File: src/rtl/code_entry_sequencer.sv
// Four-digit code entry: debounced buttons feed a digit collector
// that hands a 16-bit frame to the lock checker over valid/ready.

module code_entry_debounce #(
    parameter int unsigned CYCLES = 250000
) (
    input  logic clk,
    input  logic rst_n,
    input  logic i_raw,
    output logic o_pulse
);

    localparam int unsigned CW = (CYCLES > 1) ? $clog2(CYCLES) : 1;

    logic          r_s1;
    logic          r_s2;
    logic          r_level;
    logic          r_level_d;
    logic [CW-1:0] r_cnt;

    // A new level is taken only after CYCLES consecutive differing samples.
    always_ff @(posedge clk or negedge rst_n) begin
        if (!rst_n) begin
            r_s1      <= 1'b0;
            r_s2      <= 1'b0;
            r_level   <= 1'b0;
            r_level_d <= 1'b0;
            r_cnt     <= '0;
        end else begin
            r_s1      <= i_raw;
            r_s2      <= r_s1;
            r_level_d <= r_level;
            if (r_s2 == r_level) begin
                r_cnt <= '0;
            end else if (r_cnt == CW'(CYCLES - 1)) begin
                r_level <= r_s2;
                r_cnt   <= '0;
            end else begin
                r_cnt <= r_cnt + 1'b1;
            end
        end
    end

    assign o_pulse = r_level & ~r_level_d;

endmodule

module code_entry_sequencer #(
    parameter int unsigned DEBOUNCE_CYCLES = 250000,
    parameter int unsigned TIMEOUT_CYCLES  = 500000000
) (
    input  logic        clk,
    input  logic        rst_n,
    input  logic        btn_enter,
    input  logic        btn_clear,
    input  logic [3:0]  sw,
    input  logic        code_ready,
    output logic        code_valid,
    output logic [15:0] code_data,
    output logic [15:0] entry_digits,
    output logic [2:0]  digit_count,
    output logic        timeout_pulse,
    output logic        drop_err
);

    localparam int unsigned TW =
        (TIMEOUT_CYCLES > 1) ? $clog2(TIMEOUT_CYCLES) : 1;

    typedef enum logic [1:0] {
        ST_IDLE,
        ST_COLLECT,
        ST_SEND
    } state_t;

    state_t        r_state;
    logic [15:0]   r_entry;
    logic [2:0]    r_count;
    logic [TW-1:0] r_timer;
    logic          r_tmo;
    logic          r_drop;

    state_t        w_state_nxt;
    logic [15:0]   w_entry_nxt;
    logic [2:0]    w_count_nxt;
    logic [TW-1:0] w_timer_nxt;
    logic          w_tmo_nxt;
    logic          w_drop_nxt;

    logic          w_ent;
    logic          w_clr;
    logic [15:0]   w_ins;

    code_entry_debounce #(
        .CYCLES (DEBOUNCE_CYCLES)
    ) u_db_enter (
        .clk     (clk),
        .rst_n   (rst_n),
        .i_raw   (btn_enter),
        .o_pulse (w_ent)
    );

    code_entry_debounce #(
        .CYCLES (DEBOUNCE_CYCLES)
    ) u_db_clear (
        .clk     (clk),
        .rst_n   (rst_n),
        .i_raw   (btn_clear),
        .o_pulse (w_clr)
    );

    // Digit n lands in nibble 3-n, so the first digit ends up in [15:12].
    assign w_ins = 16'(sw) << {~r_count[1:0], 2'b00};

    always_ff @(posedge clk or negedge rst_n) begin
        if (!rst_n) begin
            r_state <= ST_IDLE;
            r_entry <= '0;
            r_count <= '0;
            r_timer <= '0;
            r_tmo   <= 1'b0;
            r_drop  <= 1'b0;
        end else begin
            r_state <= w_state_nxt;
            r_entry <= w_entry_nxt;
            r_count <= w_count_nxt;
            r_timer <= w_timer_nxt;
            r_tmo   <= w_tmo_nxt;
            r_drop  <= w_drop_nxt;
        end
    end

    always_comb begin
        w_state_nxt = r_state;
        w_entry_nxt = r_entry;
        w_count_nxt = r_count;
        w_timer_nxt = r_timer;
        w_tmo_nxt   = 1'b0;
        w_drop_nxt  = r_drop;
        unique case (r_state)
            ST_IDLE: begin
                if (w_ent && !w_clr) begin
                    w_entry_nxt = r_entry | w_ins;
                    w_count_nxt = 3'd1;
                    w_timer_nxt = '0;
                    w_state_nxt = ST_COLLECT;
                end
            end
            ST_COLLECT: begin
                if (w_clr) begin
                    w_entry_nxt = '0;
                    w_count_nxt = '0;
                    w_timer_nxt = '0;
                    w_state_nxt = ST_IDLE;
                end else if (w_ent) begin
                    w_entry_nxt = r_entry | w_ins;
                    w_count_nxt = r_count + 3'd1;
                    w_timer_nxt = '0;
                    if (r_count == 3'd3) begin
                        w_state_nxt = ST_SEND;
                    end
                end else if (r_timer == TW'(TIMEOUT_CYCLES - 1)) begin
                    w_entry_nxt = '0;
                    w_count_nxt = '0;
                    w_timer_nxt = '0;
                    w_tmo_nxt   = 1'b1;
                    w_state_nxt = ST_IDLE;
                end else begin
                    w_timer_nxt = r_timer + 1'b1;
                end
            end
            ST_SEND: begin
                // Clear is ignored here; only a transfer leaves SEND.
                if (w_ent) begin
                    w_drop_nxt = 1'b1;
                end
                if (code_ready) begin
                    w_entry_nxt = '0;
                    w_count_nxt = '0;
                    w_timer_nxt = '0;
                    w_state_nxt = ST_IDLE;
                end
            end
            default: begin
                w_entry_nxt = '0;
                w_count_nxt = '0;
                w_timer_nxt = '0;
                w_state_nxt = ST_IDLE;
            end
        endcase
    end

    assign code_valid    = (r_state == ST_SEND);
    assign code_data     = code_valid ? r_entry : 16'h0000;
    assign entry_digits  = r_entry;
    assign digit_count   = r_count;
    assign timeout_pulse = r_tmo;
    assign drop_err      = r_drop;

endmodule

File: config.mk
export PLATFORM = sky130hd
export DESIGN_NAME = code_entry_sequencer
export DESIGN_NICKNAME = d
export VERILOG_FILES = /design/src/rtl/code_entry_sequencer.sv
export SDC_FILE = /design/constraint.sdc
export NUM_CORES = 1
export LEC_CHECK = 0
export CAP_MARGIN = 20
export CORE_ASPECT_RATIO = 1.5
export CORE_MARGIN = 2
export CORE_UTILIZATION = 40
export DETAILED_ROUTE_END_ITERATION = 6
export PLACE_DENSITY = 0.71
export SYNTH_ARGS = -nofsm -noshare
export SYNTH_HDL_FRONTEND = slang
export SYNTH_SLANG_ARGS = --single-unit
File: constraint.sdc
create_clock -name clk -period 3.35 [get_ports clk]
set_input_delay 0.335 -clock clk [delete_from_list [all_inputs] [get_ports clk]]
set_output_delay 0.335 -clock clk [all_outputs]
set_load 0.01 [all_outputs]
# --- Yosys cells after proc, flatten, opt, wreduce, memory -nomap -nowiden ---
# Cells that the tools add are included.
word_totals:
  ff_bits: 96
  in_bits: 9
  word_cells: 84
op_classes:
  add_sub_neg: 4
  n_eq_ne: 12
  n_shift: 1
  mux: 34
  n_bitwise: 8
  n_reduce_logical: 9
op_table:
  columns: ["operator", "count"]
  rows:
  - ["two-way mux 29 bit", 5]
  - ["two-way mux 16 bit", 6]
  - ["case mux 29 bit (3 select lines)", 1]
  - ["two-way mux 18 bit", 4]
  - ["case mux 16 bit (3 select lines)", 1]
  - ["adder 18 x 1 -> 18 bit (second input constant)", 2]
  - ["== test 18 bit (second input constant)", 2]
  - ["adder 29 x 1 -> 29 bit (second input constant)", 1]
  - ["== test 29 bit (second input constant)", 1]
  - ["bitwise OR 16 bit", 1]
  - ["<< shifter 4 x 4 -> 16 bit", 1]
  - ["two-way mux 3 bit", 5]
  - ["two-way mux 2 bit", 6]
  - ["case mux 3 bit (3 select lines)", 1]
  - ["!= test 4 bit (second input constant)", 2]
  - ["AND reduction 2 bit", 4]
  - ["case mux 2 bit (3 select lines)", 1]
  - ["two-way mux 1 bit", 4]
  - ["!= test 2 bit (second input constant)", 2]
  - ["inverter 1 bit", 4]
  - ["AND reduction 4 bit", 1]
  - ["adder 3 x 1 -> 3 bit (second input constant)", 1]
  - ["== test 3 x 2 -> 1 bit (second input constant)", 1]
  - ["AND reduction 3 bit", 1]
  - ["other kinds (8)", 10]

# --- Longest topological paths before layout ---
# Gate-level depths: netlist of the first run.
logic_depth:
  word_depth: 6
  ltp_mapped: 7
  mapped_depth_nobuf: 6

# --- Cells and area by module ---
# From an unflattened synthesis of the first run, not the netlist that was laid out.
unflattened:
  hier_cells: 488
  hier_area_um2: 4882.2
by_module_without_submodules:
  columns: ["module", "instances", "cells_per_inst", "area_each_um2", "seq_area_each_um2"]
  rows:
  - ["code_entry_sequencer", 1, 289, 2745.1, 1301.2]
  - ["code_entry_debounce (u_db_enter)", 1, 99, 1076.0, 550.5]
  - ["code_entry_debounce (u_db_clear)", 1, 100, 1061.0, 550.5]

# --- Worst setup path after synthesis of the first run ---
# OpenSTA, ideal clock, no wires.
synth_timing:
  kind: "reg-to-reg"
  startpoint: "reg r_timer[20]"
  endpoint: "reg r_count[0] (netlist: digit_count[0])"
  arrival_ps: 1939
  slack_ps: 1287
  path_stages_with_launch: 6
  synth_period_minus_slack_ps: 2063
  path_cell_list: "dfrtp_1 -> or4b_4 -> nor4_4 -> a21oi_2 -> nor2_1 -> mux2_2"
synth_via:
  elab_chain_len: 3
synth_lines:
  columns: ["element", "line_no", "source"]
  rows:
  - ["start: declaration", "78", "logic [TW-1:0] r_timer;"]
  - ["start signal: assignment", "126", "r_timer <= w_timer_nxt;"]
  - ["== test 29 bit", "161", "end else if (r_timer == TW'(TIMEOUT_CYCLES - 1)) begin"]
  - ["!= test 4 bit (no source line)", null, null]
  - ["AND reduction 3 bit (no source line)", null, null]
  - ["end signal: assignment", "125", "r_count <= w_count_nxt;"]
  - ["end: declaration", "77", "logic [2:0] r_count;"]
# Every way passes these cells.
# A chain may end at the register's enable or synchronous reset.

# --- Worst setup path in the final report of the first run ---
layout_timing:
  startpoint: "reg r_timer[12]"
  endpoint: "reg r_timer[7]"
layout_via:
  elab_chain_len: 5
layout_lines:
  columns: ["element", "line_no", "source"]
  rows:
  - ["== test 29 bit", "161", null]
  - ["two-way mux 29 bit", "161", null]
  - ["two-way mux 29 bit", "154", "end else if (w_ent) begin"]
  - ["two-way mux 29 bit", "149", "if (w_clr) begin"]
  - ["case mux 29 bit (3 select lines)", "139", "unique case (r_state)"]
# Every way passes these cells.

==> results of run 1 <==
-- power groups by stage --
stage,registers (mW),clock network (mW),logic (mW)
final,1.17,0.969,0.0550
after global routing,1.17,1.04,0.0646
after CTS,1.17,0.995,0.0580
after detailed placement,1.20,0,0.0578
after global placement,1.20,0,0.0549
after floorplan,1.19,0,0.0164
-- stage by stage --
step	hold slack, ps	utilization	instances	power, mW	worst slack [ps]
5_1_grt	155	0.486	673	2.28	672
3_5_place_dp	335	0.461	657	1.25	823
2_1_floorplan	39.4	-	475	1.21	1290
3_3_place_gp	334	0.461	657	1.25	876
6_report	79.0	0.486	673	2.20	793
4_1_cts	118	0.486	673	2.23	811
-- cell families (layout without fill, tap and decap cells) --
logic type / Yosys count / after routing / share of synthesized area
and+or+nand+nor: 234 / 234 / 0.266
buffers and inverters: 34 / 82 / 0.0305
DFF: 96 / 96 / 0.510
xor gates and xnor gates: 51 / 51 / 0.0948
AOI/OAI and AO/OA: 52 / 52 / 0.0788
adders and majority gates: 5 / 5 / 0.0133
muxes: 3 / 3 / 0.00717
-- state kept, by name, indices dropped and copies added, names as in the netlist --
register and count:
r_timer 29, u_db_clear.r_cnt 18, u_db_enter.r_cnt 18, entry_digits 16
digit_count 3, r_state 2, drop_err 1, timeout_pulse 1
u_db_clear.r_level 1, u_db_clear.r_level_d 1, u_db_clear.r_s1 1, u_db_clear.r_s2 1
u_db_enter.r_level 1, u_db_enter.r_level_d 1, u_db_enter.r_s1 1, u_db_enter.r_s2 1
-- final cells by class --
class / instances / area [um2] / area share
Clock buffer: 9 / 225 / 0.0402
Timing Repair Buffer: 53 / 510 / 0.0911
Tap cell: 150 / 188 / 0.0335
Sequential cell: 96 / 2400 / 0.429
Multi-Input combinational cell: 345 / 2170 / 0.388
Inverter: 13 / 48.8 / 0.00871
Clock inverter: 7 / 57.6 / 0.0103
-- placed cells by master (no fill, tap or decap), drive strengths merged, types with 3 or more instances in the layout --
master | synthesis | final
clkbuf | 12 | 9
nand2b | 3 | 3
nand2 | 23 | 23
ha | 5 | 5
nand3 | 25 | 25
buf | 9 | 8
xor2 | 18 | 18
or3 | 5 | 5
or4b | 3 | 3
clkinvlp | 0 | 3
nor2b | 5 | 5
o21ai | 13 | 13
a21oi | 6 | 6
and2 | 19 | 19
nand4 | 12 | 12
xnor2 | 33 | 33
and3 | 9 | 9
dfrtp | 96 | 96
mux2 | 3 | 3
clkinv | 0 | 3
or2 | 3 | 3
o31ai | 3 | 3
nor4 | 11 | 11
or4 | 3 | 3
o22ai | 3 | 3
a41oi | 16 | 16
inv | 13 | 14
and4 | 5 | 5
clkdlybuf4s50 | 0 | 45
nor3 | 10 | 10
a21o | 4 | 4
nor2 | 86 | 86
-- worst paths after layout --
check                                start             endpoint  slack, ps  depth (start not counted)
setup reg to reg               r_timer[12]           r_timer[7]        790                          5
hold / removal                       rst_n  u_db_clear.r_cnt[7]         80                          1
max in group asynchronous            rst_n      entry_digits[6]       2480                          2
setup / recovery               r_timer[12]           r_timer[7]        790                          5
min in group clk           u_db_clear.r_s1      u_db_clear.r_s2        350                          0
hold reg to reg            u_db_clear.r_s1      u_db_clear.r_s2        350                          0
-- worst register-to-register path, delay by kind of cell (launching register included) --
kind	cells	cell delay (ps)
flip-flops	1	460
AND/OR/NAND/NOR	2	900
AO/OA/AOI/OAI	3	1090
-- layer usage --
layer,up-vias,global-route usage,routed length (um)
met5,-,0,0
met4,0,0.0711,224
met1,1828,0.220,4280
met3,20,0.0336,312
li1,1743,-,-
met2,65,0.306,5640
==> metrics.md, run 1 <==
| Metric | Value |
|---|---|
| Synth top cells by count | dfrtp_1 (96), nor2_1 (86), xnor2_1 (33) |
| Hold_buf cts | 0 |
| Overall routing resource usage | 0.177 |
| Worst Path Required | 3580 ps |
| Sequential share of power | 0.534 |
| Sw Ratio | 0.230 |
| Slowest stage delay, CP | 670 ps |
| Congestion Overflow GR | 0 |
| Clk pwr share | 0.441 |
| Syn_nets | 489 |
| Crit path time final | 2560 ps |
| Maximum clock path buffer count | 2 |
| Most frequent cell after synthesis | dfrtp_1 |
| Drt wl/cell | 15.5 um |
| Reg clk slew, reported paths | 70 ps |
| Core Rows | 48 |
| Crit path cell chain | or4b_4 -> nor4_4 -> a21o_1 -> o21ai_0 -> a21o_1 |
| Gate power share | 0.025 |
| Worst Path Arrival | 2790 ps |
| Most used cell, CP | a21o_1 |
| Setup CP Type | flip-flop to flip-flop |
| Die Y-Extent | 137 um |
| Post-Route Setup TNS | 0 ps |
| Final worst path period share | 0.763 |
| Die width | 92.6 um |
| NetSw | 504 uW |
| Vias | 3656 |
| Core area | 0.0115 mm2 |
| Diodes inserted | 0 |
| Sequential-to-total area share from yosys stat | 0.510 |
| Unrepaired setup endpoints after global routing | no |
| Area after DPL | 0.00532 mm2 |
| Class of the worst hold path | input pin to async pin |
| Fmax | 0.391 GHz |
| Layout Skew | 7.88 ps |
| Yosys cell types | 51 |
| I/O Buffers | 46 |
| FILL cells | 1085 |
| Outcome | finished clean |
| FFs w/ async S/R, synth | 1.00 |
| Skew-Pair Late Insertion Delay | 340 ps |
| Post-synth design cell area | 0.00471 mm2 |
| Synth top area share | 0.510 |
| DR vias/cell | 5.43 |
| Initial DRT Pass Iterations | 5 |
| # Max-Cap Violations | 0 |
| CP Capture Type | flip-flop |
| Total Wirelength | 10500 um |
| Number of synthesized register bits | 96 |
| Setup violators final | 0 |
| Remaining routing DRC violations | 0 |
| H-tree Lvls | 3 |
| Pwr dens | 392 mW/mm2 |
| Synth Warn # | 0 |
| Design Area, Final | 0.00560 mm2 |
| Ys flop type | dfrtp_1 |
| Ranking of synthesized cells by area | dfrtp_1 (51%), nor2_1 (6.8%), xnor2_1 (6.1%) |
| CTS Buf Count | 9 |
| Initial antenna violation count | 0 |
| Slew HR | 0.471 |
| Post-CTS setup buffers | 0 |
| Layout cells sized above 1 | 0.0746 |
| DR iter-0 viols | 206 |
| Slew Viols, Final | 0 |
| Post-CTS Resized | 0 |
| Crit path buf inv count | 0 |
| Post-Synthesis Cells | 475 |
| CTS tree | done |
| Dpl hpwl | 7260 um |
| Initial core utilization | 0.409 |
| Clk sink count | 96 |
| Post-synth EDFFs | 0 |
| Pint | 1.69 mW |
| Nets | 532 |
| CTS root buf | clkbuf_16 |
| Worst-path maximum fanout | 24 |
| Hold Vio Cnt, Final | 0 |
| CP max-delay cell | a21o_1 |
| Crit start category | flip-flop |
| Vias in the first global route | 3655 |
| P&R area growth vs syn | 18.9% |
| Leakage | 2.36 nW |
| GP Congestion | 0.842 |
| Worst Tran Pin Value | 793 ps |
| Die area | 0.0127 mm2 |
| Syn Area/Cell | 9.92 um2 |
| Routed Antenna Nets | 0 |
| Largest net degree at the start of global routing | 65 |
| I/O pins | 47 |
| Worst vdd ir | 0.248 mV |
| Cell family with most CP delay | compound AO/OA/AOI/OAI gates |
| Synth area leader | dfrtp_1 |
| First-pass GRT wire length | 18000 um |
No activity file was read; power rests on OpenSTA's default activity.
==> inputs of run 2 (changes only) <==
==> constraint.sdc (replaced) <==
create_clock -name clk -period 2.6 [get_ports clk]
set_input_delay 0.26 -clock clk [delete_from_list [all_inputs] [get_ports clk]]
set_output_delay 0.26 -clock clk [all_outputs]
set_load 0.01 [all_outputs]
==> metrics.md, run 2 (synthesis results as in run 1) <==
| Metric | Value |
|---|---|
| Vias | 3667 |
| Post-placement cell count | 659 |
| Design Area, Final | 0.00570 mm2 |
| Die area | 0.0127 mm2 |
| # Max-Cap Violations | 0 |
| Core Rows | 48 |
| H-tree Lvls | 3 |
| Crit start category | flip-flop |
| Overall routing resource usage | 0.178 |
| Maximum clock path buffer count | 2 |
| Most common cell after layout, fill and taps aside | dfrtp_1 |
| Worst hold stages | 0 |
| Multi-input combinational cell area | 0.00217 mm2 |
| Max reg flops | 29 |
| GP Congestion | 0.821 |
| Post-CTS Resized | 0 |
| Crit path cell chain | nor2b_1 -> buf_4 -> and2_1 -> clkdlybuf4s50_1 |
| Dpl hpwl | 7410 um |
| Grt met2 use | 0.309 |
| Die width | 92.6 um |
| Skew-Pair Late Insertion Delay | 350 ps |
| Drt wl/cell | 15.6 um |
| Crit. Startpoint | r_state[1] |
| Grt met3 use | 0.0308 |
| M1 GR Usage | 0.217 |
| Initial antenna violation count | 0 |
| Post-Route Setup TNS | 0 ps |
| Biggest regs | r_timer (29), u_db_clear.r_cnt (18), u_db_enter.r_cnt (18) |
| Hold Vio Cnt, Final | 0 |
| Worst-path maximum fanout | 17 |
| Layout cells sized above 1 | 0.0779 |
| Stages on worst setup path | 4 |
| Slew Viols, Final | 0 |
| Fin cells | 676 |
| Initial core utilization | 0.409 |
| Class of the worst hold path | flip-flop to flip-flop |
| Clk sink count | 96 |
| Start of the worst register-to-register path | r_timer[12] |
| Total Wirelength | 10600 um |
| Reg2Reg Depth | 5 |
| CP max-delay cell | clkdlybuf4s50_1 |
| Largest net degree at the start of global routing | 55 |
| DR vias/cell | 5.42 |
| CP Capture Type | output pin |
| Setup CP Type | flip-flop to output pin |
| Worst Path Arrival | 2050 ps |
| CTS tree | done |
| Pwr dens | 533 mW/mm2 |
| P&R area growth vs syn | 20.9% |
| CTS Buf Count | 9 |
| First-pass GRT wire length | 18000 um |
| DR iter-0 viols | 246 |
| Crit path buf inv count | 2 |
| Diodes inserted | 0 |
| Worst hold path startpoint | u_db_clear.r_s1 |
| Reg clk slew, reported paths | 70 ps |
| Outcome | finished clean |
| Crit path time final | 2310 ps |
| Most frequent cells in the layout | dfrtp_1 (96), nor2_1 (86), clkdlybuf4s50_1 (45), xnor2_1 (33), nand3_1 (24) |
| Slowest stage delay, CP | 530 ps |
| Setup violators final | 0 |
| Unrepaired setup endpoints after global routing | no |
| Remaining routing DRC violations | 0 |
| Reg area | 0.00240 mm2 |
| Layout Skew | 10.1 ps |
| Worst Tran Pin Value | 673 ps |
| Final worst path period share | 0.889 |
| Fmax | 0.433 GHz |
| I/O pins | 47 |
| Initial DRT Pass Iterations | 5 |
| Nets | 535 |
| FILL cells | 1075 |
| Die Y-Extent | 137 um |
| CTS root buf | clkbuf_16 |
| Top Usage Layer GRT | met2 |
| Worst vdd ir | 0.458 mV |
| Largest reg by FF count | r_timer |
| Vias in the first global route | 3658 |
| Leakage | 2.42 nW |
| Slew HR | 0.551 |
| Area after DPL | 0.00536 mm2 |
| Cell family with most CP delay | buffers and inverters |
| Worst Path Required | 2340 ps |
| Congestion Overflow GR | 0 |
| Routed Antenna Nets | 0 |
| Post-CTS setup buffers | 0 |
| Core area | 0.0115 mm2 |
| I/O Buffers | 46 |
-- run 2: cell types whose count changed in the layout (fill, tap and decap cells not counted) --
cell,previous run,this run
buf_12,0,2
bufinv_16,0,2
clkinv_2,0,1
clkinv_4,3,1
clkinvlp_4,3,0
dlygate4sd3_1,0,1
inv_6,1,2
inv_8,0,1
-- run 2: path summary, 6_finish.rpt --
kind | to | slack, ps
hold / removal | u_db_clear.r_s2 | 350
max in group asynchronous | entry_digits[7] | 1450
min in group asynchronous | u_db_clear.r_cnt[7] | 460
hold reg to reg | u_db_clear.r_s2 | 350
setup reg to reg | digit_count[0] | 340
setup / recovery | code_data[0] | 290
-- run 2: timing repair --
item	in CTS	in global routing
endpoints found under the setup margin	0	0
endpoints found under the hold margin	42	0
hold buffers	1	0
-- run 2: final cells by class --
cell class                      instances  share of cell area
Clock buffer                            9              0.0395
Clock inverter                          7              0.0180
Timing Repair Buffer                   56              0.0984
Inverter                               13             0.00856
Multi-Input combinational cell        345               0.381
Sequential cell                        96               0.422
Tap cell                              150              0.0329
-- run 2: power by group --
part	total (mW)	internal (mW)	switching, mW
combinational	0.0730	0.0233	0.0497
clock	1.46	0.857	0.599
sequential	1.51	1.50	0.00819
-- run 2: through the flow --
| step | hold WS (ps) | utilization | setup slack, ps | power (mW) |
|---|---|---|---|---|
| floorplan | -35.6 | - | 537 | 1.56 |
| global placement | 286 | 0.465 | 400 | 1.61 |
| detailed placement | 298 | 0.465 | 362 | 1.61 |
| CTS | 341 | 0.494 | 260 | 3.07 |
| global route | 350 | 0.494 | 127 | 3.14 |
| finish | 350 | 0.494 | 288 | 3.04 |
-- run 2: layer usage --
metal  part of all wire  up-vias
met1               0.41     1820
met2               0.54       74
met3              0.028       22
met5                  0        -
met4              0.018        0
li1                   -     1751
==> inputs of run 3 (changes only) <==
==> constraint.sdc (replaced) <==
create_clock -name clk -period 2.55 [get_ports clk]
set_input_delay 0.255 -clock clk [delete_from_list [all_inputs] [get_ports clk]]
set_output_delay 0.255 -clock clk [all_outputs]
set_load 0.01 [all_outputs]
==> metrics.md, run 3 (synthesis results as in run 1) <==
| Metric | Value |
|---|---|
| Core area | 0.0115 mm2 |
| Overall routing resource usage | 0.177 |
| Largest reg by FF count | r_timer |
| Vias in the first global route | 3668 |
| Outcome | finished clean |
| Diodes inserted | 0 |
| FILL cells | 1068 |
| CTS tree | done |
| Initial core utilization | 0.409 |
| Worst Path Required | 2300 ps |
| Most frequent cells in the layout | dfrtp_1 (96), nor2_1 (86), clkdlybuf4s50_1 (45), xnor2_1 (33), nand3_1 (24) |
| Drt wl/cell | 15.5 um |
| Setup WS pre-CTS | 300 ps |
| Slew HR | 0.571 |
| DR iter-0 viols | 256 |
| Worst-path maximum fanout | 17 |
| Maximum clock path buffer count | 2 |
| Congestion Overflow GR | 0 |
| Slew Viols, Final | 0 |
| CP max-delay cell | clkdlybuf4s50_1 |
| Final WS setup | 237 ps |
| I/O pins | 47 |
| Final worst path period share | 0.907 |
| Vias | 3643 |
| P&R area growth vs syn | 20.1% |
| Post-Route Setup TNS | 0 ps |
| Biggest regs | r_timer (29), u_db_clear.r_cnt (18), u_db_enter.r_cnt (18) |
| I/O Buffers | 46 |
| # Max-Cap Violations | 0 |
| Crit path cell chain | nor2b_1 -> buf_4 -> and2_1 -> clkdlybuf4s50_1 |
| GP Congestion | 0.821 |
| H-tree Lvls | 3 |
| Layout Skew | 8.72 ps |
| First-pass GRT wire length | 17800 um |
| Clk sink count | 96 |
| Setup CP Type | flip-flop to output pin |
| Die width | 92.6 um |
| Core Rows | 48 |
| Worst vdd ir | 0.388 mV |
| Worst Path Arrival | 2060 ps |
| Pwr dens | 518 mW/mm2 |
| Max reg flops | 29 |
| CTS root buf | clkbuf_16 |
| Post-CTS setup buffers | 0 |
| Routed Antenna Nets | 0 |
| Total Wirelength | 10500 um |
| Layout cells sized above 1 | 0.0779 |
| Worst Tran Pin Value | 643 ps |
| DR vias/cell | 5.39 |
| Largest net degree at the start of global routing | 55 |
| Reg clk slew, reported paths | 70 ps |
| Hold Vio Cnt, Final | 0 |
| Initial DRT Pass Iterations | 4 |
| Initial antenna violation count | 0 |
| CTS Buf Count | 9 |
| Crit path time final | 2310 ps |
| Dpl hpwl | 7330 um |
| Die area | 0.0127 mm2 |
| Most common cell after layout, fill and taps aside | dfrtp_1 |
| Nets | 535 |
| Slowest stage delay, CP | 530 ps |
| Class of the worst hold path | input pin to flip-flop |
| Crit start category | flip-flop |
| CP Capture Type | output pin |
| Skew-Pair Late Insertion Delay | 340 ps |
| Hold_buf cts | 1 |
| Die Y-Extent | 137 um |
| Remaining routing DRC violations | 0 |
| Fmax | 0.432 GHz |
| Post-CTS Resized | 0 |
| Unrepaired setup endpoints after global routing | no |
| Setup violators final | 0 |
| Leakage | 2.40 nW |
==> run 3: changes by cell type in the layout (fill, tap and decap cells not counted) <==
cell | previous run | this run
bufinv_16 | 2 | 0
inv_8 | 1 | 2
clkinv_4 | 1 | 2
==> run 3: layout make-up <==
type | count | area [um2] | share of cell area
Multi-Input combinational cell | 345 | 2170 | 0.384
Clock inverter | 7 | 62.6 | 0.0111
Clock buffer | 9 | 225 | 0.0398
Sequential cell | 96 | 2400 | 0.424
Inverter | 13 | 48.8 | 0.00862
Timing Repair Buffer | 56 | 561 | 0.0990
Tap cell | 150 | 188 | 0.0332
==> run 3: critical path, delay by kind of cell (launching register included) <==
kind,cells,cell delay (ps)
buffers and inverters,2,790
flip-flops,1,490
AND/OR/NAND/NOR,2,440
==> run 3: through the flow <==
step                std cells   util  total power [mW]  hold WS [ps]  cell area (um2)
finish                    676  0.491              2.93           344             5660
global route              676  0.491              3.06           335             5660
CTS                       676  0.491              2.97           333             5660
detailed placement        659  0.465              1.65           294             5360
global placement          659  0.465              1.64           281             5360
floorplan                 475      -              1.59         -40.6             4710
==> run 3: worst paths after layout <==
| kind | start | end | slack (ps) | cells after the start |
|---|---|---|---|---|
| worst max-delay path | r_state[1] | code_data[2] | 240 | 4 |
| worst max register to register | r_timer[12] | digit_count[0] | 260 | 5 |
| min in group asynchronous | rst_n | u_db_clear.r_cnt[6] | 440 | 2 |
| worst min-delay path | btn_enter | u_db_enter.r_s1 | 340 | 1 |
| worst min register to register | u_db_clear.r_s1 | u_db_clear.r_s2 | 350 | 0 |
| max in group asynchronous | rst_n | entry_digits[0] | 1410 | 3 |
==> run 3: routing by layer <==
| layer | vias to the layer above | wire length [um] | GRT usage |
|---|---|---|---|
| met5 | - | 0 | 0 |
| met2 | 87 | 5570 | 0.303 |
| met4 | 0 | 197 | 0.0752 |
| met3 | 13 | 439 | 0.0385 |
| li1 | 1745 | - | - |
| met1 | 1798 | 4280 | 0.215 |
==> run 3: where the power goes <==
group	internal, mW	switching, mW
registers	1.53	0.00832
clock network	0.685	0.634
logic	0.0237	0.0506
total	2.24	0.693
==> RTL edit: new RTL, flow settings as in run 3 <==
Remove the register `r_tmo`: a continuous assignment takes its place, so the output `timeout_pulse` follows one clock earlier.
--- a/src/rtl/code_entry_sequencer.sv
+++ b/src/rtl/code_entry_sequencer.sv
@@ -117,17 +117,17 @@
             r_entry <= '0;
             r_count <= '0;
             r_timer <= '0;
-            r_tmo   <= 1'b0;
             r_drop  <= 1'b0;
         end else begin
             r_state <= w_state_nxt;
             r_entry <= w_entry_nxt;
             r_count <= w_count_nxt;
             r_timer <= w_timer_nxt;
-            r_tmo   <= w_tmo_nxt;
             r_drop  <= w_drop_nxt;
         end
     end
+
+    assign r_tmo = w_tmo_nxt;
 
     always_comb begin
         w_state_nxt = r_state;
Behaviour: no difference found for any inputs over 10 cycles, from zero or initial values and one cycle with rst_n low; that may be too few to reach the edited logic, so the function may still have changed.
==> RTL edit against run 3 <==
  * Routed wire length fell by 0.76%
  * Area after synthesis fell by 0.53%
  * Register-to-register slack better by 0.15 ns
  * Sequential cell count decreased by 1
  * Total power rose by 2.5%
  * Final area is 0.44% higher
  * Clock skew hardly changed
  * Via count fell by 0.25%
  * Critical path depth stayed put
  * Cell count up 0.15%
  * Setup slack gained 0.096 ns
  * First-iteration DRC count shrank 40%
==> RTL edit: results <==
{
  "status": "complete, no violations",
  "worstSetupEndpoint": "code_data[6]",
  "worstMarginPinSlew_ns": 0.672,
  "wl_met3_um": 388,
  "place.gp.congestion": 0.838,
  "buffer_area_frac": 0.102,
  "final_cells": 677,
  "r2r-start": "r_timer[25]",
  "grt_pass1_vias": 3710,
  "hpwl_um": 7300,
  "synth-seq-cells": 95,
  "ys_top_cells_by_count": "dfrtp_1, nor2_1, xnor2_1",
  "max-vdd-ir-drop_mv": 0.390,
  "drt_iter0_drc": 153,
  "wl_met1_um": 4370,
  "nets": 536,
  "drive_above_1_share": 0.0835,
  "met2WireLength_um": 5450,
  "final.min_clock_period_ns": 2.22,
  "power_switching_mw": 0.643,
  "postCtsSetupBuffers": 1,
  "ys_top_cells_by_area": "dfrtp_1, nor2_1, xnor2_1",
  "area_growth_pct": 21.2,
  "p_leak_nw": 2.42,
  "path_max_fanout": 18,
  "final.signal_buffer_count": 58,
  "dr.pass1.iters": 5,
  "r2r_setup_slack_ns": 0.41,
  "nFillCells": 1064,
  "clock_skew_ns": 0.00839,
  "grt_max_degree": 51
}
==> RTL edit: cell count changes after synthesis, sizes merged <==
cell | run 3 | this run
dfrtp | 96 | 95
==> RTL edit: per-layer routing <==
layer,track usage,vias up
li1,-,1755
met2,0.301,60
met1,0.213,1803
met5,0,-
met3,0.0363,16
met4,0.0730,0
==> RTL edit: cells by family (layout without fill, tap and decap cells) <==
family	Yosys count	after routing	share of synthesized area
and+or+nand+nor	234	234	0.267
DFF	95	95	0.507
AOI/OAI and AO/OA	52	52	0.0793
xor gates and xnor gates	51	51	0.0953
buffers and inverters	34	87	0.0307
adders and majority gates	5	5	0.0133
muxes	3	3	0.00721
==> RTL edit: worst max-delay path, stage by stage (launching register included) <==
cell	delay (ns)
dfrtp_1	0.48
nor2b_1	0.21
buf_4	0.24
and2_1	0.16
clkdlybuf4s50_1	0.53
